`src/rtl/key_conditioner_pkg.sv`:
```
// Shared constants and helpers for the push-button conditioner.
package key_pkg;
   localparam int NUM_BTN_DEF     = 3;
   localparam int DEBOUNCE_DEF    = 500000;
   localparam int CODE_W          = 2;

   typedef logic [CODE_W-1:0] code_t;

   // Width that holds 0..n-1; never narrower than one bit.
   function automatic int clog2_w(input int n);
      int r;
      r = 1;
      while ((1 << r) < n) r++;
      return r;
   endfunction
endpackage

```
`src/rtl/key_conditioner_if.sv`:
```
// Button inputs and conditioned outputs of the key conditioner.
interface key_conditioner_if
   import key_pkg::*;
#(
   parameter int NUM_BTN = NUM_BTN_DEF
) ();
   logic [NUM_BTN-1:0] key_n;
   logic [NUM_BTN-1:0] held;
   logic [NUM_BTN-1:0] press;
   // Release pulse; "release" itself is a reserved word.
   logic [NUM_BTN-1:0] rel;
   logic               evt_valid;
   code_t              evt_code;

   modport master (
      input  key_n,
      output held, press, rel, evt_valid, evt_code
   );

   modport slave (
      output key_n,
      input  held, press, rel, evt_valid, evt_code
   );
endinterface

```
`src/rtl/key_conditioner_debounce_cell.sv`:
```
// Single-button synchroniser, debounce counter, held level and edge pulses.
module debounce_cell
   import key_pkg::*;
#(
   parameter int SYNC_STAGES     = 2,
   parameter int DEBOUNCE_CYCLES = DEBOUNCE_DEF
) (
   input  logic clk,
   input  logic rst,
   input  logic key_n,
   output logic held,
   output logic press,
   output logic rel,
   output logic accept_rise
);
   localparam int               CNT_W  = clog2_w(DEBOUNCE_CYCLES);
   localparam logic [CNT_W-1:0] CNT_TC = CNT_W'(DEBOUNCE_CYCLES - 1);

   logic [SYNC_STAGES-1:0] sync;
   logic [CNT_W-1:0]       cnt;
   logic                   s;
   logic                   at_tc;

   assign s           = ~sync[SYNC_STAGES-1];
   assign at_tc       = (s != held) && (cnt == CNT_TC);
   // Exposed so the serialiser can queue the press in the same edge as held rises.
   assign accept_rise = at_tc && s;

   always_ff @(posedge clk) begin
      if (rst) begin
         sync  <= '1;
         cnt   <= '0;
         held  <= 1'b0;
         press <= 1'b0;
         rel   <= 1'b0;
      end else begin
         sync  <= {sync[SYNC_STAGES-2:0], key_n};
         press <= accept_rise;
         rel   <= at_tc && !s;
         if (s == held) begin
            cnt <= '0;
         end else if (cnt == CNT_TC) begin
            held <= s;
            cnt  <= '0;
         end else begin
            cnt <= cnt + CNT_W'(1);
         end
      end
   end
endmodule

```
`src/rtl/key_conditioner.sv`:
```
// Debounces NUM_BTN active-low buttons and serialises presses into one event stream.
module key_conditioner
   import key_pkg::*;
#(
   parameter int NUM_BTN         = NUM_BTN_DEF,
   parameter int SYNC_STAGES     = 2,
   parameter int DEBOUNCE_CYCLES = DEBOUNCE_DEF
) (
   input logic                clk,
   input logic                rst,
   key_conditioner_if.master  kif
);
   logic [NUM_BTN-1:0] held_v;
   logic [NUM_BTN-1:0] press_v;
   logic [NUM_BTN-1:0] rel_v;
   logic [NUM_BTN-1:0] accept_v;
   logic [NUM_BTN-1:0] pending;
   logic [NUM_BTN-1:0] grant;
   code_t              grant_idx;
   logic               evt_valid_r;
   code_t              evt_code_r;

   for (genvar i = 0; i < NUM_BTN; i++) begin : g_cell
      debounce_cell #(
         .SYNC_STAGES     (SYNC_STAGES),
         .DEBOUNCE_CYCLES (DEBOUNCE_CYCLES)
      ) u_cell (
         .clk         (clk),
         .rst         (rst),
         .key_n       (kif.key_n[i]),
         .held        (held_v[i]),
         .press       (press_v[i]),
         .rel         (rel_v[i]),
         .accept_rise (accept_v[i])
      );
   end

   // Lowest set bit of pending wins.
   always_comb begin
      grant     = pending & (~pending + NUM_BTN'(1));
      grant_idx = '0;
      for (int i = 0; i < NUM_BTN; i++) begin
         if (grant[i]) grant_idx = CODE_W'(i);
      end
   end

   always_ff @(posedge clk) begin
      if (rst) begin
         pending     <= '0;
         evt_valid_r <= 1'b0;
         evt_code_r  <= '0;
      end else begin
         pending     <= (pending & ~grant) | accept_v;
         evt_valid_r <= |grant;
         evt_code_r  <= grant_idx;
      end
   end

   assign kif.held      = held_v;
   assign kif.press     = press_v;
   assign kif.rel       = rel_v;
   assign kif.evt_valid = evt_valid_r;
   assign kif.evt_code  = evt_code_r;
endmodule

```
`src/flat_wrapper.sv`:
```
// flat-port wrapper written by rule: the top's interface ports become plain ports
module key_conditioner_flat import key_pkg::*;
#(
   parameter int NUM_BTN         = NUM_BTN_DEF,
   parameter int SYNC_STAGES     = 2,
   parameter int DEBOUNCE_CYCLES = DEBOUNCE_DEF
)
  (clk, rst, kif_key_n, kif_held, kif_press, kif_rel, kif_evt_valid, kif_evt_code);
  key_conditioner_if #(.NUM_BTN(NUM_BTN)) kif_i ();
  input logic clk;
  input logic rst;
  input wire logic [$bits(kif_i.key_n)-1:0] kif_key_n;
  output wire logic [$bits(kif_i.held)-1:0] kif_held;
  output wire logic [$bits(kif_i.press)-1:0] kif_press;
  output wire logic [$bits(kif_i.rel)-1:0] kif_rel;
  output wire logic [$bits(kif_i.evt_valid)-1:0] kif_evt_valid;
  output wire logic [$bits(kif_i.evt_code)-1:0] kif_evt_code;
  assign kif_i.key_n = kif_key_n;
  assign kif_held = kif_i.held;
  assign kif_press = kif_i.press;
  assign kif_rel = kif_i.rel;
  assign kif_evt_valid = kif_i.evt_valid;
  assign kif_evt_code = kif_i.evt_code;
  key_conditioner #(.NUM_BTN(NUM_BTN), .SYNC_STAGES(SYNC_STAGES), .DEBOUNCE_CYCLES(DEBOUNCE_CYCLES)) u_core (.clk(clk), .rst(rst), .kif(kif_i));
endmodule
```
`config.mk`:
```
export PLATFORM = sky130hd
export DESIGN_NAME = key_conditioner_flat
export DESIGN_NICKNAME = d
export VERILOG_FILES = /design/src/rtl/key_conditioner_pkg.sv /design/src/rtl/key_conditioner_if.sv /design/src/rtl/key_conditioner_debounce_cell.sv /design/src/rtl/key_conditioner.sv /design/src/flat_wrapper.sv
export SDC_FILE = /design/constraint.sdc
export NUM_CORES = 1
export LEC_CHECK = 0
export ABC_AREA = 1
export CAP_MARGIN = 20
export CORE_UTILIZATION = 60
export CTS_BUF_LIST = sky130_fd_sc_hd__clkbuf_4 sky130_fd_sc_hd__clkbuf_8
export DETAILED_ROUTE_END_ITERATION = 8
export GPL_TIMING_DRIVEN = 0
export PLACE_DENSITY = 0.79
export SYNTH_ARGS = -nofsm -noshare
export SYNTH_HDL_FRONTEND = slang
export SYNTH_SLANG_ARGS = --single-unit
```
`constraint.sdc`:
```
create_clock -name clk -period 1.75 [get_ports clk]
set_input_delay 0.525 -clock clk [delete_from_list [all_inputs] [get_ports clk]]
set_output_delay 0.525 -clock clk [all_outputs]
set_load 0.1 [all_outputs]
```
==> results.txt <==
- Run status: complete, no violations
* Cell with the biggest individual delay on the critical path: sky130_fd_sc_hd__buf_2
* Rows: 28
- The setup path with the least slack is of type reg2out.
- Summed over all nets, the half-perimeter wirelength after detailed placement is 5174 µm.
- The first global-routing pass estimated 12,270 µm of wire.
- Dividing the synthesized area by the synthesized cell count gives 6.875 µm².
* Maximum number of pins on one net before global-route repair: 16
- Buffers inserted during clock tree synthesis total 9.
- Vias post-DR: 3,220
* FILL cells: 492
- The biggest area contributor in the post-synthesis netlist is sky130_fd_sc_hd__dfxtp_1.
* Ratio of routed vias to standard cells: 4.969
* Static Leak: 1.424 nW
* Number of unique standard cell types used by synthesis: 25
- Clock skew after layout: 0.01493 ns
* Antenna cell count: 0
- Number of iterations in the first detailed-routing pass: 4
* Die X-Extent: 80.51 µm
* Total negative setup slack: 0 ns
- Die Footprint: 6482 µm²
- CTS tree: done
- For this design the ratio of total power to cell area is 779.3 nW/µm².
* Root buf cell: sky130_fd_sc_hd__clkbuf_8
- The die is 80.51 µm tall.
* Area overhead of the layout relative to synthesis: 12.04%
- Final critical-path required period: 1.706 ns
- Clock buffer depth: 2
- Final #Nets: 576
- In this run the worst hold path is classified as reg2reg.
* Post-synthesis sequential area ratio: 41.68%
* Highest-count cells in the layout ignoring fill and taps: sky130_fd_sc_hd__nand2_1, sky130_fd_sc_hd__nor2_1, sky130_fd_sc_hd__dfxtp_1
- Count of unresolved DRC violations after routing: 0
- For this run, the number of standard cells in the final layout without fillers is 648.
* Delay-heaviest family, CP: buffers and inverters
- Detail Route Antenna Nets: 0
- Biggest area contributors in the synthesized netlist: sky130_fd_sc_hd__dfxtp_1, sky130_fd_sc_hd__nand2_1, sky130_fd_sc_hd__nor2_1
- The library cell used most frequently in the layout, excluding fill and tap cells, is sky130_fd_sc_hd__nand2_1.
* CP arrival: 1.18 ns
* Total I/O pin count: 17
- Cells with a size suffix above 1 make up 11.52% of the layout.
- Stage delay of the slowest cell on the critical path: 0.41 ns
- The critical path goes through buf_4 > buf_2.
* Core Box Area: 5921 µm²
- Mapped Cells: 538
* Worst IR drop on VDD: 490.0 µV
* Number of buffer cells added on primary ports: 16
- The synthesized design contains 77 register bits.
* Number of setup violations in the final report: 0
- Counting both buffers and inverters, the worst setup path holds a total of 2.
- Measured against its own limit, the worst slew margin works out to 67.81%.
- Final routed wire length divided by cell count: 11.15 µm
- Static timing analysis puts the maximum clock frequency at 586.3 MHz.
- Count of warnings emitted by yosys: 0
- Global routing consumed, over all layers together, 24.45% of the routing resources.
- After the first detailed-routing iteration, the DRC count stood at 116.
- Endpoints failing hold: 0
* Placed instance area: 3953 µm²
- Total overflow reported by the global router: 0
- Final hold analysis gives a worst-case slack of 0.4160 ns.
- Number of nets produced by synthesis: 546
- Of the available clock period, the critical path in the final layout requires 97.46%.
* Element type at the critical path end: output port
- Once layout is done, the placed cells without fillers occupy 4144 µm².
* Required time of the worst setup path: 1.22 ns
- For this block, the routed nets add up to 7222 µm of wire.
- The number of global-route vias before repair was 2,970.
- Area share of the leading cell type in the synthesized netlist: 41.68%
* Total standard cell area after synthesis: 3699 µm²
* Placer congestion estimate: 0.8876
- The worst setup path is launched from a flip-flop.
- Antenna violations before repair: 0
- Initial core utilization: 62.47%
- CTS hold repair buffers: 0
- Maximum Capacitance Violations: 0
* Number of cells after detailed placement: 629
- The H-tree was split into 3 levels.
- After clock tree synthesis, the clock-pin slew on the worst setup and hold paths is 0.10 ns.
- RSZ-0062 raised after global routing: no
* Transition time of the tightest slew-check pin: 0.4862 ns
- Number of sinks handled by clock tree synthesis: 77
* Critical path peak fanout: 1
* Source-to-sink clock delay at the later pin of the worst-skew pair: 0.36 ns
- The total count of max-transition violations in the final report is 0.
layout make-up:
type	count	area, µm²	share of cell area, %
clock buffer	9	123.9	2.989
clock inverter	7	83.83	2.023
buffer	13	105.1	2.536
sequential	77	1543	37.23
multi-input combinational	385	1821	43.93
timing repair buffer	19	137.6	3.321
inverter	63	236.5	5.707
tap	75	93.84	2.264
registers in the layout, summed over array words and instances, names as in the netlist:
register                    cells
u_core.g_cell.u_cell.rel        3
u_core.pending                  3
u_core.g_cell.u_cell.sync       6
u_core.g_cell.u_cell.press      2
u_core.g_cell.u_cell.cnt       57
u_core.kif.evt_valid            1
u_core.kif.evt_code             2
u_core.g_cell.u_cell.held       3
synthesized netlist by cell type:
cell type                  number
sky130_fd_sc_hd__or2_2          9
sky130_fd_sc_hd__nor2_2         4
sky130_fd_sc_hd__inv_1         62
sky130_fd_sc_hd__nand4_1        9
sky130_fd_sc_hd__nand3_1       25
sky130_fd_sc_hd__clkbuf_1       1
sky130_fd_sc_hd__ha_1           3
sky130_fd_sc_hd__nor3_1         8
sky130_fd_sc_hd__clkinv_1       1
sky130_fd_sc_hd__and2_0         3
sky130_fd_sc_hd__nand3b_1       4
sky130_fd_sc_hd__buf_4          9
sky130_fd_sc_hd__nor2_1       118
sky130_fd_sc_hd__a21oi_1       24
sky130_fd_sc_hd__nand2_1      133
sky130_fd_sc_hd__xor2_1        13
sky130_fd_sc_hd__o21ai_4        2
sky130_fd_sc_hd__nand3_2        4
sky130_fd_sc_hd__buf_6          3
sky130_fd_sc_hd__o21ai_0       12
sky130_fd_sc_hd__xnor2_1        8
sky130_fd_sc_hd__nand2_2        1
sky130_fd_sc_hd__or2_0          3
sky130_fd_sc_hd__dfxtp_1       77
sky130_fd_sc_hd__nor2_4         2
through the flow:
step | worst slack [ns] | power, W | utilization (%)
5_1_grt | 0.003235 | 0.003332 | 69.99
2_1_floorplan | 0.3160 | 0.001835 | -
6_report | 0.04445 | 0.003229 | 69.99
3_5_place_dp | -0.3761 | 0.001855 | 66.76
4_1_cts | 0.0008329 | 0.003247 | 69.59
3_3_place_gp | -0.3686 | 0.001853 | 66.76
power by group:
part	switching, W	total [W]	internal [W]
logic	0.0000274	0.0000507	0.0000233
clock network	0.000733	0.00141	0.000681
registers	0.00000594	0.00176	0.00176
total	0.000767	0.00323	0.00246
final timing paths:
check                                  start                         endpoint  slack [ns]  cells after the start
max              u_core.g_cell[0].u_cell.rel                       kif_rel[0]        0.04                      2
min          u_core.g_cell[1].u_cell.sync[0]  u_core.g_cell[1].u_cell.sync[1]        0.42                      1
max reg2reg   u_core.g_cell[1].u_cell.cnt[0]  u_core.g_cell[1].u_cell.cnt[18]        0.11                      7
min reg2reg  u_core.g_cell[1].u_cell.sync[0]  u_core.g_cell[1].u_cell.sync[1]        0.42                      1
repair_timing:
action,4_1_cts,5_1_grt
buffers inserted,0,3
pin swaps,0,1
gates cloned,0,0
endpoints found under the setup margin,12,17
gates resized for setup,62,6
layer usage:
metal | vias to the layer above | global-route usage [%] | wire length (µm)
met1 | 1435 | 29.78 | 3507
met4 | 0 | 11.96 | 110
met2 | 52 | 41.02 | 3311
met3 | 13 | 4.545 | 292
met5 | - | 0 | 0
li1 | 1720 | - | -
cells by family after synthesis:
| family | Yosys count | share of synthesized area (%) |
|---|---|---|
| buffers and inverters | 76 | 9.235 |
| adder cells (fa/ha/maj) | 3 | 1.015 |
| flip-flops | 77 | 41.68 |
| XOR/XNOR | 21 | 4.973 |
| AO/OA/AOI/OAI | 38 | 5.751 |
| AND/OR/NAND/NOR | 323 | 37.35 |
(Power assumes the default switching activity.)
